**src/rtl/uart_pkg.sv**
```systemverilog
// uart_pkg: shared FSM states, register offsets and STATUS bit positions for mmio_uart_tx.
// The PARITY state exists only when UART_PARITY_EN is defined.
package uart_pkg;
    typedef enum logic [2:0] {
        IDLE,
        START,
        DATA,
`ifdef UART_PARITY_EN
        PARITY,
`endif
        STOP
    } uartStateT;
    localparam logic [31:0] TXDATA_OFS = 32'd0;
    localparam logic [31:0] STATUS_OFS = 32'd4;
    localparam int STAT_BUSY = 0;
    localparam int STAT_FULL = 1;
    localparam int STAT_OVF  = 2;
endpackage

```
**src/rtl/tx_fifo.sv**
```systemverilog
// tx_fifo: power-of-two circular buffer; an occupancy count one bit wider than the
// pointers separates full from empty, and a pop frees room for a same-cycle push.
module tx_fifo #(
    parameter int DEPTH = 4,
    parameter int WIDTH = 8
) (
    input  logic             clk,
    input  logic             reset,
    input  logic             push,
    input  logic             pop,
    input  logic [WIDTH-1:0] wrData,
    output logic [WIDTH-1:0] rdData,
    output logic             empty,
    output logic             full
);
    localparam int AW = $clog2(DEPTH);
    logic [WIDTH-1:0] mem [DEPTH];
    logic [AW-1:0] wrPtr, rdPtr;
    logic [AW:0] count;
    logic doPush, doPop;
    assign empty  = count == '0;
    assign full   = count == (AW+1)'(DEPTH);
    assign doPop  = pop && !empty;
    assign doPush = push && (!full || doPop);
    assign rdData = mem[rdPtr];
    always_ff @(posedge clk) begin
        if (!reset) begin
            wrPtr <= '0;
            rdPtr <= '0;
            count <= '0;
        end else begin
            if (doPush) wrPtr <= wrPtr + 1'b1;
            if (doPop) rdPtr <= rdPtr + 1'b1;
            count <= count + {{AW{1'b0}}, doPush} - {{AW{1'b0}}, doPop};
        end
    end
    always_ff @(posedge clk) begin
        if (doPush) mem[wrPtr] <= wrData;
    end
endmodule

```
**src/rtl/mmio_uart_tx.sv**
```systemverilog
// mmio_uart_tx: memory-mapped 8N1 UART transmitter with TXDATA/STATUS registers and a FIFO.
// Define UART_PARITY_EN to insert an even-parity bit (11-bit frames).
module mmio_uart_tx
    import uart_pkg::*;
#(
    parameter logic [31:0] BASE_ADDR    = 32'h0000_0100,
    parameter int          CLKS_PER_BIT = 16,
    parameter int          FIFO_DEPTH   = 4
) (
    input  logic        clk,
    input  logic        reset,
    input  logic        MemWrite,
    input  logic [31:0] DataAdr,
    input  logic [31:0] WriteData,
    output logic [31:0] ReadData,
    output logic        tx,
    output logic        irq
);
    localparam int TW = $clog2(CLKS_PER_BIT);
    localparam logic [TW-1:0] BIT_TOP = TW'(CLKS_PER_BIT - 1);
    uartStateT state;
    logic [TW-1:0] bitTimer;
    logic [2:0] bitIdx;
    logic [7:0] shiftReg, head;
    logic overflow, empty, full, busy, pop, push, txSel, statSel, txBit;
    assign txSel   = DataAdr == BASE_ADDR + TXDATA_OFS;
    assign statSel = DataAdr == BASE_ADDR + STATUS_OFS;
    assign pop     = !empty && (state == IDLE || (state == STOP && bitTimer == '0));
    assign push    = MemWrite && txSel;
    assign busy    = state != IDLE || !empty;
    assign irq     = state == IDLE && empty;
    assign ReadData = statSel ? {29'd0, overflow, full, busy} : 32'd0;
    tx_fifo #(.DEPTH(FIFO_DEPTH), .WIDTH(8)) fifo (
        .clk(clk), .reset(reset), .push(push), .pop(pop),
        .wrData(WriteData[7:0]), .rdData(head), .empty(empty), .full(full)
    );
    // tx is registered from the current state, so the line lags the FSM by one cycle
    always_comb begin
        txBit = state == START ? 1'b0 : state == DATA ? shiftReg[bitIdx] : 1'b1;
`ifdef UART_PARITY_EN
        if (state == PARITY) txBit = ^shiftReg;
`endif
    end
    always_ff @(posedge clk) begin
        if (!reset) begin
            state    <= IDLE;
            bitTimer <= '0;
            bitIdx   <= '0;
            shiftReg <= '0;
            tx       <= 1'b1;
            overflow <= 1'b0;
        end else begin
            tx <= txBit;
            if (push && full && !pop) overflow <= 1'b1;
            else if (MemWrite && statSel && WriteData[STAT_OVF]) overflow <= 1'b0;
            if (state == IDLE) begin
                if (!empty) begin
                    state    <= START;
                    shiftReg <= head;
                    bitTimer <= BIT_TOP;
                end
            end else if (bitTimer != '0) begin
                bitTimer <= bitTimer - 1'b1;
            end else begin
                bitTimer <= BIT_TOP;
                case (state)
                    START: begin
                        state  <= DATA;
                        bitIdx <= '0;
                    end
                    DATA: begin
                        bitIdx <= bitIdx + 1'b1;
`ifdef UART_PARITY_EN
                        if (bitIdx == 3'd7) state <= PARITY;
                    end
                    PARITY: begin
                        state <= STOP;
`else
                        if (bitIdx == 3'd7) state <= STOP;
`endif
                    end
                    STOP: begin
                        if (!empty) begin
                            state    <= START;
                            shiftReg <= head;
                        end else begin
                            state <= IDLE;
                        end
                    end
                    default: state <= IDLE;
                endcase
            end
        end
    end
endmodule

```
**config.mk**
```make
export PLATFORM = sky130hd
export DESIGN_NAME = mmio_uart_tx
export DESIGN_NICKNAME = d
export VERILOG_FILES = /design/src/rtl/uart_pkg.sv /design/src/rtl/tx_fifo.sv /design/src/rtl/mmio_uart_tx.sv
export SDC_FILE = /design/constraint.sdc
export NUM_CORES = 1
export LEC_CHECK = 0
export ABC_CLOCK_PERIOD_IN_PS = 3200
export CAP_MARGIN = 10
export CORE_MARGIN = 1
export CORE_UTILIZATION = 30
export DETAILED_ROUTE_END_ITERATION = 8
export GPL_ROUTABILITY_DRIVEN = 0
export SETUP_SLACK_MARGIN = 0.15
export SYNTH_ARGS = -nofsm -noshare
export SYNTH_HDL_FRONTEND = slang
export SYNTH_SLANG_ARGS = --single-unit
```
**constraint.sdc**
```tcl
create_clock -name clk -period 3.2 [get_ports clk]
set_input_delay 0.96 -clock clk [delete_from_list [all_inputs] [get_ports clk]]
set_output_delay 0.96 -clock clk [all_outputs]
set_load 0.03 [all_outputs]
```
Word level (Yosys, flattened, before mapping)
Memories as Yosys holds them, arrays and structs flattened. A register that Yosys moved wholly into a read port is not among the register bits.
Index checks and enable logic that the tools add are counted.
Storage, ports and cells
  bits in registers: 27
  memory bits (writable): 32
  input port bits: 67
  word-level logic and storage cells: 81
  memories: 1
Memories
  fifo.mem: depth 4, width 8, rd ports 1, clocked after memory_dff 1, wr ports 1, line tx_fifo.sv:17  | logic [WIDTH-1:0] mem [DEPTH];
Operators by class
  $add $sub $neg: 6
  order comparisons: 1
  equal/unequal tests: 10
  muxes and demuxes: 25
  bitwise logic cells: 2
  reductions and logical operators: 27
Operators by type and width (number)
  32-bit by 9-bit equality test with 1-bit output (second input constant): 2
  8-bit two-way mux: 4
  3-bit two-way mux: 5
  4-bit two-way mux: 3
  1-bit logical AND: 10
  3-bit one-hot mux with 3 select lines: 1
  1-bit two-way mux: 8
  3-bit by 2-bit equality test with 1-bit output (second input constant): 2
  3-bit equality test (second input constant): 2
  3-bit logical NOT: 2
  3-bit one-hot mux with 2 select lines: 1
  3-bit AND reduction: 2
  2-bit nonzero test: 3
  2-bit by 1-bit adder with 2-bit output (second input constant): 2
  4-bit logical NOT: 1
  3-bit by 4-bit < comparator with 1-bit output (second input constant): 1
  2-bit two-way mux: 2
  2-bit != test (second input constant): 2
  4-bit nonzero test: 1
  4-bit by 1-bit subtractor with 4-bit output (second input constant): 1
  3-bit by 1-bit adder with 3-bit output: 1
  3-bit by 1-bit adder with 3-bit output (second input constant): 1
  1-bit binary-select mux with 3-bit select: 1
  3-bit by 1-bit equality test with 1-bit output (second input constant): 1
  other kinds (7): 12

Longest topological paths before layout
Gate-level depths: netlist of run 1.
  depth after elaboration: 9
  gate-level depth with buffers: 11
  depth with buffers taken out: 11

Hierarchy
Synthesis of run 1 repeated with hierarchy kept, for this count alone.
Unflattened totals
  cell total of the unflattened synthesis: 235
  area, all modules: 2949.1 µm²
Modules (own cells, without submodules)
  tx_fifo: times used 1, cells each 89, area an instance 1630.3 µm², seq. area each 1141.1 µm²
  mmio_uart_tx: times used 1, cells each 146, area an instance 1318.8 µm², seq. area each 380.4 µm²

Worst setup path before layout of run 1
No wires, ideal clock.
  path kind: input-to-output
  start: input DataAdr[18]
  end: output ReadData[1]
  arrival time: 2.494 ns
  data required time: 2.240 ns
  setup slack: -0.254 ns
  cell stages on the path: 3
  cells stage by stage: nor4_1 -> nand4_2 -> nor4_1
On the way
  cells in the longest elaborated chain, start to end: 2
Ends and longest elaborated chain
  start: declaration: line mmio_uart_tx.sv:13  | input logic [31:0] DataAdr,
  32-bit by 9-bit equality test with 1-bit output: line mmio_uart_tx.sv:27  | assign statSel = DataAdr == BASE_ADDR + STATUS_OFS;
  3-bit two-way mux: line mmio_uart_tx.sv:32  | assign ReadData = statSel ? {29'd0, overflow, full, busy} : 32'd0;
  end: declaration: line mmio_uart_tx.sv:15  | output logic [31:0] ReadData,
No other way between the ends.

Worst setup path in the final report of run 1
Ends and elaborated chain as after synthesis.

==> summary.txt, run 1 <==
clk sinks: 60
HP Start: fifo.wrPtr[1]
Initial Utilization: 31.0%
fraction of layout cells with a size suffix above 1: 25.7%
FF/Latch Area: 1520 um^2
Worst-Skew Late Latency: 330 ps
Total Wirelength: 5.47 mm
Synth cell types: 48
clock tree buffer depth: 2
DP HPWL: 3.89 mm
Critical Path AT: 2040 ps
asr flop ratio synth: 0%
Hold EP: fifo.wrPtr[1]
Hold Path Class: reg -> reg
Critical Path Max Stage Delay: 320 ps
Worst Clk Skew: 7.72 ps
Final Cycle Share: 93.7%
DR iter-0 viols: 88
PwrDens: 690 nW/um^2
Tmin final: 3000 ps
Ports: 101
worst reg-to-reg setup slack: 670 ps
DIE AREA: 10500 um^2
routed length on met1: 2.35 mm
YS warnings: 0
Post-synth EDFFs: 32
clock slew at reported path FFs: 70 ps
Setup Viol. Count Final: 0
DP Worst Slack: -270 ps
Max Cap Viol: 0
# port buffers: 47
Worst Tran Pin Value: 603 ps
Worst path slowest cell: nor4_4
fin nets: 384
Die Wd: 102 um
H-tree depth: 3
total gr overflow: 0
row count: 36
final instance area: 3900 um^2
CP cell instances: buf_6, nor4_4, nand4_4, nor4_4, buf_6
Crit Path Max Fanout: 4
Critical Path RT: 2240 ps
Top FF cell, synth: edfxtp_1
via-per-instance ratio: 4.39
DRC errors left: 0
Synth Register Bits: 60
slew margin rel.: 59.7%
metal2 WL: 2.88 mm
Syn Area/Cell: 12.5 um^2
Fin. Hold Viols: 0
status: finished clean
fmax: 334 MHz
post-route insts no fill: 440
Placed Instances: 422
placed cell area: 3650 um^2
core area: 9770 um^2
TritonRoute pass-1 iters: 4
Pleak: 1.53 nW
Hold Buf Count CTS: 0
fillers: 973
number of global-route vias before repair: 1927
antenna viol nets, final: 0
CTS tree: built
reg-to-reg startpoint: bitTimer[0]
Area Overhead vs Synth: 28.9%
top sig layer: met4
ant diodes: 0
highest-count cells in the layout ignoring fill and taps: edfxtp_1, conb_1, dfxtp_1, inv_1, ha_1
worst setup margin: 203 ps
gr usage total: 11.8%
CTS Buf Count: 9
first-pass GRT wire length: 9.35 mm
met3 WL: 210 um
Worst Setup Start Kind: input pin
synthesized instance count: 242
final-report max-slew violation count: 0
setup TNS: 0 ps
clock root buffer: clkbuf_8
Mapped Area: 3030 um^2
number of cells on the worst reg-to-reg path: 11
Seq/Total Area, Yosys: 50.3%
chip height: 102 um
Max rail drop VDD: 381 uV
average wire per standard cell: 12.4 um
Crit Reg-Reg Endpoint: fifo.count[2]
CP endpoint kind: output pin
CP Class: in -> out
worst hold path depth: 2
Multi-input gate area: 1430 um^2
routed via count: 1931
most common cell after layout, fill and taps aside: edfxtp_1
pin count of the biggest net entering global routing: 20
initial antenna violation count: 0
RSZ-0062 raised after global routing: yes
cell usage after synthesis, drive strengths merged (3+ instances only):
library cell / instances / area [um^2]
inv: 19 / 71.3
nor4: 11 / 103
buf: 32 / 230
ha: 14 / 175
clkbuf: 5 / 18.8
nor3b: 3 / 33.8
a21boi: 4 / 30.0
mux2i: 12 / 120
mux4: 10 / 225
and2: 11 / 68.8
edfxtp: 32 / 961
or3: 4 / 25.0
dfxtp: 28 / 561
nand2: 10 / 37.5
a21oi: 3 / 15.0
nor2b: 8 / 50.1
report_power, final:
part           internal (W)  switching [W]  total (W)  leakage, nW
Combinational      0.000465       0.000497   0.000962        0.915
Sequential         0.000928       0.000120    0.00105        0.517
Clock              0.000363       0.000315   0.000678       0.0958
flip-flops by register name, indices dropped and copies added (netlist names), named ones only:
| signal | flops |
|---|---|
| fifo.mem | 32 |
| overflow | 1 |
| tx | 1 |
| fifo.wrPtr | 2 |
| state | 2 |
| bitTimer | 4 |
| shiftReg | 8 |
| fifo.count | 3 |
| fifo.rdPtr | 2 |
| bitIdx | 3 |
cell type report:
class | instances | share of cell area [%]
flip-flops and latches | 60 | 39.0
clock buffers | 9 | 3.18
clock inverters | 7 | 1.96
repair buffers | 58 | 13.2
multi-input cells | 154 | 36.6
well taps | 133 | 4.27
inverters | 19 | 1.83
kinds of logic (layout without fill, tap and decap cells):
group           count (synthesis)  in the layout  synth area share (%)
compound gates                 22             22                  5.46
buf+inv                        56             93                  10.6
other cells                     1             29                 0.124
fa+ha+maj                      15             15                  6.45
flops                          60             60                  50.3
xor+xnor                        4              4                  1.16
mux                            22             22                  11.4
simple gates                   62             62                  14.5
worst max-delay path: cells and delay by family:
kind	cells	cell delay (ps)
buffers and inverters	2	260
and+or+nand+nor	3	810
layer usage:
metal	global-route usage [%]	vias to the layer above
met5	0	-
met4	3.74	0
met3	3.28	4
met2	20.3	52
met1	14.2	939
li1	-	936
through the flow:
| step | utilization [%] | hold WS, ps | power [W] |
|---|---|---|---|
| after floorplan | - | 468 | 0.00183 |
| after global placement | 37.4 | 487 | 0.00202 |
| after detailed placement | 37.4 | 497 | 0.00204 |
| after CTS | 39.9 | 508 | 0.00272 |
| after global routing | 39.9 | 528 | 0.00289 |
| final | 39.9 | 500 | 0.00269 |
repair_timing:
item / 4_1_cts / 5_1_grt
gates resized for setup: 85 / 24
pin swaps: 11 / 9
setup endpoints to repair: 4 / 3
setup buffers: 2 / 0
worst max-delay path by stage:
| stage | from | endpoint | slack [ps] |
|---|---|---|---|
| after floorplan | DataAdr[13] | ReadData[0] | 70 |
| after detailed placement | DataAdr[18] | ReadData[1] | -270 |
| after CTS | DataAdr[15] | ReadData[1] | 150 |
| after global routing | DataAdr[18] | ReadData[1] | 150 |
| after global placement | DataAdr[17] | ReadData[1] | -250 |
| final | DataAdr[18] | ReadData[1] | 200 |
Power figures use the tool's default switching activity.
==> run 2: changes to the inputs <==
--- a/config.mk
+++ b/config.mk
@@ -7,6 +7,7 @@
 export LEC_CHECK = 0
 export ABC_CLOCK_PERIOD_IN_PS = 3200
 export CAP_MARGIN = 10
+export CORE_ASPECT_RATIO = 1.5
 export CORE_MARGIN = 1
 export CORE_UTILIZATION = 30
 export DETAILED_ROUTE_END_ITERATION = 8
==> run 2 against run 1 <==
  * The run now ends with DRC left
  * Global-route usage grew 0.10 points
  * Sequential power barely moved
  * Cell count decreased by 3.9%
  * Critical endpoint unchanged
==> summary.txt, run 2 (synthesis gave the netlist of run 1 again) <==
status: finished with violations (was finished clean)
violations in the final reports: DRC
Switching Share: 31.3% (was 34.7%)
first-pass GRT wire length: 9.51 mm (was 9.35 mm)
gr usage total: 11.9% (was 11.8%)
DIE AREA: 10500 um^2 (about the same)
average wire per standard cell: 13.5 um (was 12.4 um)
clock power share: 33.0% (was 25.2%)
slew margin rel.: 59.2% (was 59.7%)
clk sinks: 60 (unchanged)
highest-count cells in the layout ignoring fill and taps: edfxtp_1, conb_1, dfxtp_1, inv_1, ha_1 (unchanged)
Critical Path AT: 2090 ps (was 2040 ps)
CP cell instances: buf_2, nor4b_4, nand4_4, buf_6, nor4_4, buf_6 (was buf_6, nor4_4, nand4_4, nor4_4, buf_6)
Die Wd: 84.0 um (was 102 um)
Final Cycle Share: 95.2% (was 93.7%)
worst hold path depth: 2 (unchanged)
clock root buffer: clkbuf_16 (was clkbuf_8)
PwrDens: 755 nW/um^2 (was 690 nW/um^2)
fraction of layout cells with a size suffix above 1: 25.6% (was 25.7%)
worst setup margin: 154 ps (was 203 ps)
DR iter-0 viols: 82 (was 88)
Crit Path Max Fanout: 4 (unchanged)
setup TNS: 0 ps (unchanged)
number of global-route vias before repair: 1969 (was 1927)
DRC errors left: 9 (was 0)
Ports: 101 (unchanged)
Max rail drop VDD: 369 uV (was 381 uV)
worst path buffer plus inverter count: 3 (was 2)
Total Wirelength: 5.70 mm (was 5.47 mm)
most common cell after layout, fill and taps aside: edfxtp_1 (unchanged)
Fin. Hold Viols: 0 (unchanged)
Max Cap Viol: 0 (unchanged)
Initial Utilization: 31.0% (about the same)
fmax: 328 MHz (was 334 MHz)
Critical Path RT: 2240 ps (about the same)
CP endpoint kind: output pin (unchanged)
NetSw: 0.000945 W (was 0.000932 W)
initial antenna violation count: 0 (unchanged)
Worst path slowest cell: nor4b_4 (was nor4_4)
TritonRoute pass-1 iters: 6 (was 4)
Worst Setup Start Kind: input pin (unchanged)
row count: 44 (was 36)
WP depth: 6 (was 5)
Setup Viol. Count Final: 0 (unchanged)
final-report max-slew violation count: 0 (unchanged)
clock slew at reported path FFs: 50 ps (was 70 ps)
Worst Tran Pin Value: 610 ps (was 603 ps)
max reg flops: 32 (unchanged)
H-tree depth: 3 (unchanged)
CTS tree: built (unchanged)
Crit path max-delay family: simple AND/OR/NAND/NOR gates (unchanged)
crit-path most repeated cell: buf_6
Final Util: 41.1% (was 39.9%)
CTS Buf Count: 9 (unchanged)
Power Internal: 0.00208 W (was 0.00176 W)
clock tree buffer depth: 2 (unchanged)
core area: 9740 um^2 (was 9770 um^2)
Critical Path Max Stage Delay: 310 ps (was 320 ps)
Top reg by flops: fifo.mem (unchanged)
antenna viol nets, final: 0 (unchanged)
DP HPWL: 4.12 mm (was 3.89 mm)
Worst-Skew Late Latency: 320 ps (was 330 ps)
routed via count: 1918 (was 1931)
number of cells on the worst reg-to-reg path: 11 (unchanged)
total gr overflow: 0 (unchanged)
Reg power frac: 34.6% (was 39.0%)
Pleak: 1.58 nW (was 1.53 nW)
Hold Path Class: reg -> reg (unchanged)
DP Worst Slack: -210 ps (was -270 ps)
Worst Clk Skew: 3.84 ps (was 7.72 ps)
Logic pwr share: 32.4% (was 35.8%)
HP Start: bitIdx[1] (was fifo.wrPtr[1])
ant diodes: 0 (unchanged)
CP Class: in -> out (unchanged)
largest registers: fifo.mem (32), shiftReg (8), bitTimer (4) (unchanged)
via-per-instance ratio: 4.53 (was 4.39)
Area Overhead vs Synth: 32.4% (was 28.9%)
# port buffers: 47 (unchanged)
Tmin final: 3050 ps (was 3000 ps)
pin count of the biggest net entering global routing: 16 (was 20)
fillers: 906 (was 973)
launch point of the worst path: DataAdr[10] (was DataAdr[18])
chip height: 125 um (was 102 um)
RSZ-0062 raised after global routing: yes (unchanged)
fin nets: 385 (was 384)
reg-to-reg startpoint: bitTimer[0] (unchanged)
run 2: cell count changes in the layout (fill, tap and decap cells not counted), moves of 2 or more:
| cell | change |
|---|---|
| clkbuf_1 | +2 |
| dlygate4sd2_1 | -3 |
| clkbuf_8 | -9 |
| buf_6 | +5 |
| clkbuf_16 | +9 |
| buf_2 | -2 |
| clkinv_4 | -2 |
run 2: layout make-up:
class,instances,area (um^2),share of cell area [%]
clock buffers,11,233,5.81
repair buffers,59,542,13.5
well taps,115,144,3.59
multi-input cells,154,1420,35.4
inverters,19,71.3,1.78
clock inverters,5,76.3,1.91
flip-flops and latches,60,1520,38.0
run 2: metrics by stage:
step / instance area, um^2 / hold slack [ps] / cells / power (W)
final: 4010 / 493 / 423 / 0.00302
after global routing: 4010 / 521 / 423 / 0.00321
after CTS: 3980 / 497 / 421 / 0.00306
after detailed placement: 3630 / 490 / 404 / 0.00204
after global placement: 3630 / 479 / 404 / 0.00201
after floorplan: 3160 / 468 / 270 / 0.00183
run 2: routing by layer:
metal / up-vias / global-route usage (%) / wire length [um]
met2: 48 / 21.3 / 3110
met1: 919 / 12.3 / 2280
met4: 0 / 8.52 / 180
met5: - / 0 / 0
met3: 12 / 2.24 / 128
li1: 939 / - / -
run 2: worst register-to-register path: cells and delay by family (launching register included):
family,cells,cell delay [ps]
compound gates,1,210
xor+xnor,2,300
fa+ha+maj,4,1060
buf+inv,2,120
flops,1,330
simple gates,2,410
run 2: power by group through the flow:
stage,registers [W],clock network (W),logic [W]
final,0.00105,0.000998,0.000980
after global routing,0.00107,0.00105,0.00109
after CTS,0.00105,0.00102,0.000987
after detailed placement,0.00106,0,0.000982
after global placement,0.00106,0,0.000953
after floorplan,0.00101,0,0.000817
run 2: worst paths after layout:
path / to / slack, ps
hold reg to reg: bitIdx[1] / 490
hold / removal: bitIdx[1] / 490
setup / recovery: ReadData[1] / 150
setup reg to reg: fifo.count[2] / 660
run 2: repair_timing:
item / 4_1_cts / 5_1_grt
setup buffers: 1 / 2
hold buffers: 0 / 0
pin swaps: 12 / 12
gates resized for setup: 86 / 33
setup endpoints to repair: 4 / 3
==> run 3: changes to the inputs <==
--- a/config.mk
+++ b/config.mk
@@ -12,6 +12,7 @@
 export CORE_UTILIZATION = 30
 export DETAILED_ROUTE_END_ITERATION = 8
 export GPL_ROUTABILITY_DRIVEN = 0
+export REMOVE_ABC_BUFFERS = 1
 export SETUP_SLACK_MARGIN = 0.15
 export SYNTH_ARGS = -nofsm -noshare
 export SYNTH_HDL_FRONTEND = slang
==> run 3 against run 2 <==
  * The run still ends with DRC left
  * Maximum frequency increased by 1.9%
  * Combinational power is 2% lower
  * Die area unchanged
  * Setup slack improved by 55 ps
  * Clock-buffer cell count decreased by 2
  * Hold slack improved by 18 ps
  * First-iteration DRC count increased by 27%
  * Global-route usage decreased by 0.47 points
  * Non-clock buffer count unchanged
  * Total power grew 6.0%
  * Clock skew increased by 1.1 ps
  * Final area increased by 0.31%
  * Critical path type unchanged
  * Critical endpoint unchanged
  * Largest cell class unchanged
  * Largest power group is now the clock network
==> summary.txt, run 3 (synthesis gave the netlist of run 1 again) <==
Critical Path AT: 2030 ps (was 2090 ps)
Placed Instances: 404 (unchanged)
clock root buffer: clkbuf_16 (unchanged)
worst path buffer plus inverter count: 3 (unchanged)
Worst Tran Pin Value: 587 ps (was 610 ps)
most common cell after layout, fill and taps aside: edfxtp_1 (unchanged)
Worst Setup Start Kind: input pin (unchanged)
post-route insts no fill: 423 (unchanged)
Max Cap Viol: 0 (unchanged)
# port buffers: 47 (unchanged)
HP Start: fifo.wrPtr[1] (was bitIdx[1])
core area: 9740 um^2 (unchanged)
fmax: 334 MHz (was 328 MHz)
Switching Share: 30.1% (was 31.3%)
RSZ-0062 raised after global routing: yes (unchanged)
DRC errors left: 12 (was 9)
first-pass GRT wire length: 9.11 mm (was 9.51 mm)
routed via count: 1910 (was 1918)
pin count of the biggest net entering global routing: 30 (was 16)
TritonRoute pass-1 iters: 6 (unchanged)
Crit Path Max Fanout: 4 (unchanged)
CP cell instances: clkdlybuf4s50_1, inv_2, nor4_4, buf_4 (was buf_2, nor4b_4, nand4_4, buf_6, nor4_4, buf_6)
clk sinks: 60 (unchanged)
initial antenna violation count: 0 (unchanged)
clock power share: 37.4% (was 33.0%)
crit path to: ReadData[1] (unchanged)
worst hold path depth: 2 (unchanged)
Ports: 101 (unchanged)
worst reg-to-reg setup slack: 680 ps (was 660 ps)
final-report max-slew violation count: 0 (unchanged)
Critical Path Max Stage Delay: 510 ps (was 310 ps)
number of cells on the worst reg-to-reg path: 11 (unchanged)
gr usage total: 11.4% (was 11.9%)
via-per-instance ratio: 4.52 (was 4.53)
Worst-Skew Late Latency: 330 ps (was 320 ps)
Crit path max-delay family: buffers and inverters (was simple AND/OR/NAND/NOR gates)
number of global-route vias before repair: 1910 (was 1969)
max reg flops: 32 (unchanged)
Pleak: 1.60 nW (was 1.58 nW)
DP HPWL: 3.90 mm (was 4.12 mm)
Worst Clk Skew: 4.91 ps (was 3.84 ps)
Worst path slowest cell: clkdlybuf4s50_1 (was nor4b_4)
chip height: 125 um (unchanged)
CTS Buf Count: 9 (unchanged)
fraction of layout cells with a size suffix above 1: 25.6% (unchanged)
Total Wirelength: 5.44 mm (was 5.70 mm)
Hold Path Class: reg -> reg (unchanged)
status: finished with violations (unchanged)
Logic pwr share: 30.0% (was 32.4%)
antenna viol nets, final: 0 (unchanged)
average wire per standard cell: 12.9 um (was 13.5 um)
reg-to-reg startpoint: bitTimer[0] (unchanged)
setup TNS: 0 ps (unchanged)
Top reg by flops: fifo.mem (unchanged)
fin nets: 385 (unchanged)
DR iter-0 viols: 104 (was 82)
total gr overflow: 0 (unchanged)
CP Class: in -> out (unchanged)
clock slew at reported path FFs: 50 ps (about the same)
Final Cycle Share: 93.5% (was 95.2%)
Setup Viol. Count Final: 0 (unchanged)
CTS tree: built (unchanged)
DIE AREA: 10500 um^2 (unchanged)
Final Util: 41.2% (was 41.1%)
Fin. Hold Viols: 0 (unchanged)
CP endpoint kind: output pin (unchanged)
row count: 44 (unchanged)
Power Internal: 0.00224 W (was 0.00208 W)
WP depth: 4 (was 6)
Reg power frac: 32.6% (was 34.6%)
PwrDens: 798 nW/um^2 (was 755 nW/um^2)
launch point of the worst path: DataAdr[2] (was DataAdr[10])
Crit Reg-Reg Endpoint: fifo.count[2] (unchanged)
Max rail drop VDD: 384 uV (was 369 uV)
ant diodes: 0 (unchanged)
slew margin rel.: 60.7% (was 59.2%)
H-tree depth: 3 (unchanged)
clock tree buffer depth: 2 (unchanged)
Critical Path RT: 2240 ps (about the same)
Initial Utilization: 31.0% (unchanged)
NetSw: 0.000965 W (was 0.000945 W)
Area Overhead vs Synth: 32.8% (was 32.4%)
Die Wd: 84.0 um (unchanged)
violations in the final reports: DRC (unchanged)
largest registers: fifo.mem (32), shiftReg (8), bitTimer (4) (unchanged)
Tmin final: 2990 ps (was 3050 ps)
highest-count cells in the layout ignoring fill and taps: edfxtp_1, conb_1, dfxtp_1, inv_1, buf_2 (was edfxtp_1, conb_1, dfxtp_1, inv_1, ha_1)
==> run 3: changes by cell type in the layout (fill, tap and decap cells not counted), sizes merged <==
cell	delta
clkinv	-1
bufinv	+2
buf	+4
inv	+2
clkbuf	-8
clkdlybuf4s15	-3
clkinvlp	-1
dlygate4sd2	+5
==> run 3: power groups by stage <==
stage               clock network, W  logic (W)  registers (W)
global placement                   0   0.000947        0.00106
detailed placement                 0   0.000972        0.00106
finish                       0.00120   0.000963        0.00105
CTS                          0.00122   0.000973        0.00105
global route                 0.00126    0.00107        0.00107
floorplan                          0   0.000744        0.00103
==> run 3: cell type report <==
type / count / area (um^2)
clock buffer: 9 / 225
fill: 896 / 5730
multi-input combinational: 154 / 1390
timing repair buffer: 59 / 518
inverter: 19 / 71.3
clock inverter: 7 / 146
tap: 115 / 144
sequential: 60 / 1520
==> run 3: metrics by stage <==
stage / cell area [um^2] / power [W] / worst slack [ps] / hold WS [ps]
after floorplan: 2880 / 0.00178 / -254 / 468
after global placement: 3600 / 0.00201 / -171 / 479
after detailed placement: 3600 / 0.00204 / -251 / 504
after CTS: 3980 / 0.00324 / 151 / 512
after global routing: 4020 / 0.00340 / 136 / 542
final: 4020 / 0.00321 / 209 / 511
==> run 3: timing repair <==
| action | 4_1_cts | 5_1_grt |
|---|---|---|
| resized for setup | 99 | 6 |
| pin swaps | 12 | 6 |
| hold buffers | 0 | 0 |
| setup endpoints to repair | 3 | 3 |
| buffers inserted | 1 | 2 |
==> run 3: worst min-delay path by stage <==
stage	end	slack (ps)
final	fifo.wrPtr[1]	510
after global placement	fifo.wrPtr[1]	480
after CTS	fifo.wrPtr[1]	510
after floorplan	fifo.wrPtr[1]	470
after detailed placement	fifo.wrPtr[1]	500
after global routing	fifo.wrPtr[1]	540
==> run 3: tightest hold or removal path, delay by kind of cell, from the launching register on <==
| family | cells | cell delay (ps) |
|---|---|---|
| flip-flops | 1 | 330 |
| AND/OR/NAND/NOR | 1 | 70 |
| multiplexers | 1 | 60 |
==> run 3: per-layer routing <==
layer	track usage [%]	share of wire, %	up-vias
met5	0	0	-
met3	2.71	4.1	11
met2	20.4	55	60
met1	11.9	38	904
met4	7.00	2.7	0
li1	-	-	935
==> variant, RTL diff (config.mk and constraints of run 3) <==
The option `UART_PARITY_EN` is turned on by a define.
--- a/src/rtl/uart_pkg.sv
+++ b/src/rtl/uart_pkg.sv
@@ -2,2 +2,4 @@
 // The PARITY state exists only when UART_PARITY_EN is defined.
+`define UART_PARITY_EN
+
 package uart_pkg;
Function: no difference found for any inputs over 10 cycles, from zero or initial values and one cycle with reset low; that may be too few to reach the edited logic, so the function may still have changed.
==> variant against run 3 <==
Core utilization fell by 1.2 points. Sequential cell count up 1. Worst setup slack worse by 0.040 ns. Non-clock buffer count grew 3. Register-to-register slack got worse by 0.22 ns. Synthesized area decreased by 1.8%. Cell count increased by 2.1%. Routed wire length increased by 0.11%. Synthesized cell count is 2.9% higher. Cell area fell by 4.0%. Die area down 1.7%. Via count up 1.4%.
Power is not compared: it rests on default switching activity, and its combinational part moved more than twofold at a synthesized area within 25%.
==> variant: results <==
metrics = {
    "status": {
        "status": "finished, final reports clean",
    },
    "finish": {
        "drive_above_1_share": 0.246,
        "fin_cells": 432,
        "fillers": 917,
        "nNonClkBuffers": 62,
        "nonClockInverterCount": 11,
        "clock_area_frac": 0.0694,
        "seq_share": 0.399,
        "comb.multi_input.count": 167,
        "multi_input_area_share": 0.341,
        "num-nets-final": 390,
        "syn2layout_area_growth_pct": 29.9,
        "final_util": 0.401,
        "bufAreaShareNonClock": 0.142,
    },
    "synth": {
        "ys_top_cells_by_count": "edfxtp_1, buf_4, dfxtp_1",
        "netlist_area_mm2": 0.00297,
        "ys_seq_elements": 61,
        "yosysSeqAreaShare": 0.519,
        "ys_types": 41,
    },
    "setup_path": {
        "cp_data_arrival_time_ns": 2.07,
        "cpMaxStageDelayCell": "nor4_2",
        "cp_max_fo": 3,
        "critPathTopFamily": "simple AND/OR/NAND/NOR gates",
    },
    "global_route": {
        "grt_usage": 0.115,
        "grt_pass1_vias": 1967,
        "grt_max_degree": 18,
        "grt_first_pass_wirelength_mm": 9.20,
    },
    "sta": {
        "max_slew_margin": 0.613,
    },
    "place": {
        "dpl.cell_count": 414,
        "dpl_worst_slack_ns": -0.242,
        "placed_cell_area_mm2": 0.00356,
        "dpl.hpwl_mm": 3.93,
    },
    "clock_tree": {
        "cts_resized": 84,
    },
    "drt": {
        "drt_wl_total_mm": 5.45,
        "dr.pass1.iters": 4,
        "vias_per_cell": 4.48,
    },
}
==> variant: metal layers <==
layer | vias up | wire, µm | track usage
li1 | 956 | - | -
met1 | 931 | 2160 | 0.115
met2 | 40 | 3020 | 0.215
met3 | 9 | 143 | 0.0351
met4 | 0 | 120 | 0.0593
met5 | - | 0 | 0
==> variant: logic make-up (layout without fill, tap and decap cells) <==
family | after synthesis | count (layout) | share of synthesized area
fa+ha+maj | 11 | 11 | 0.0488
other cells | 1 | 29 | 0.00126
buf+inv | 49 | 89 | 0.104
simple gates | 71 | 71 | 0.122
flops | 61 | 61 | 0.519
xor+xnor | 11 | 11 | 0.0324
compound gates | 23 | 23 | 0.0573
mux | 22 | 22 | 0.116
==> variant: worst paths after layout <==
kind,slack [ns],depth (start not counted),start,end
max,0.17,5,DataAdr[10],ReadData[1]
min,0.50,1,bitTimer[3],bitTimer[3]
max reg2reg,0.46,12,bitTimer[0],fifo.count[2]
min reg2reg,0.50,1,bitTimer[3],bitTimer[3]
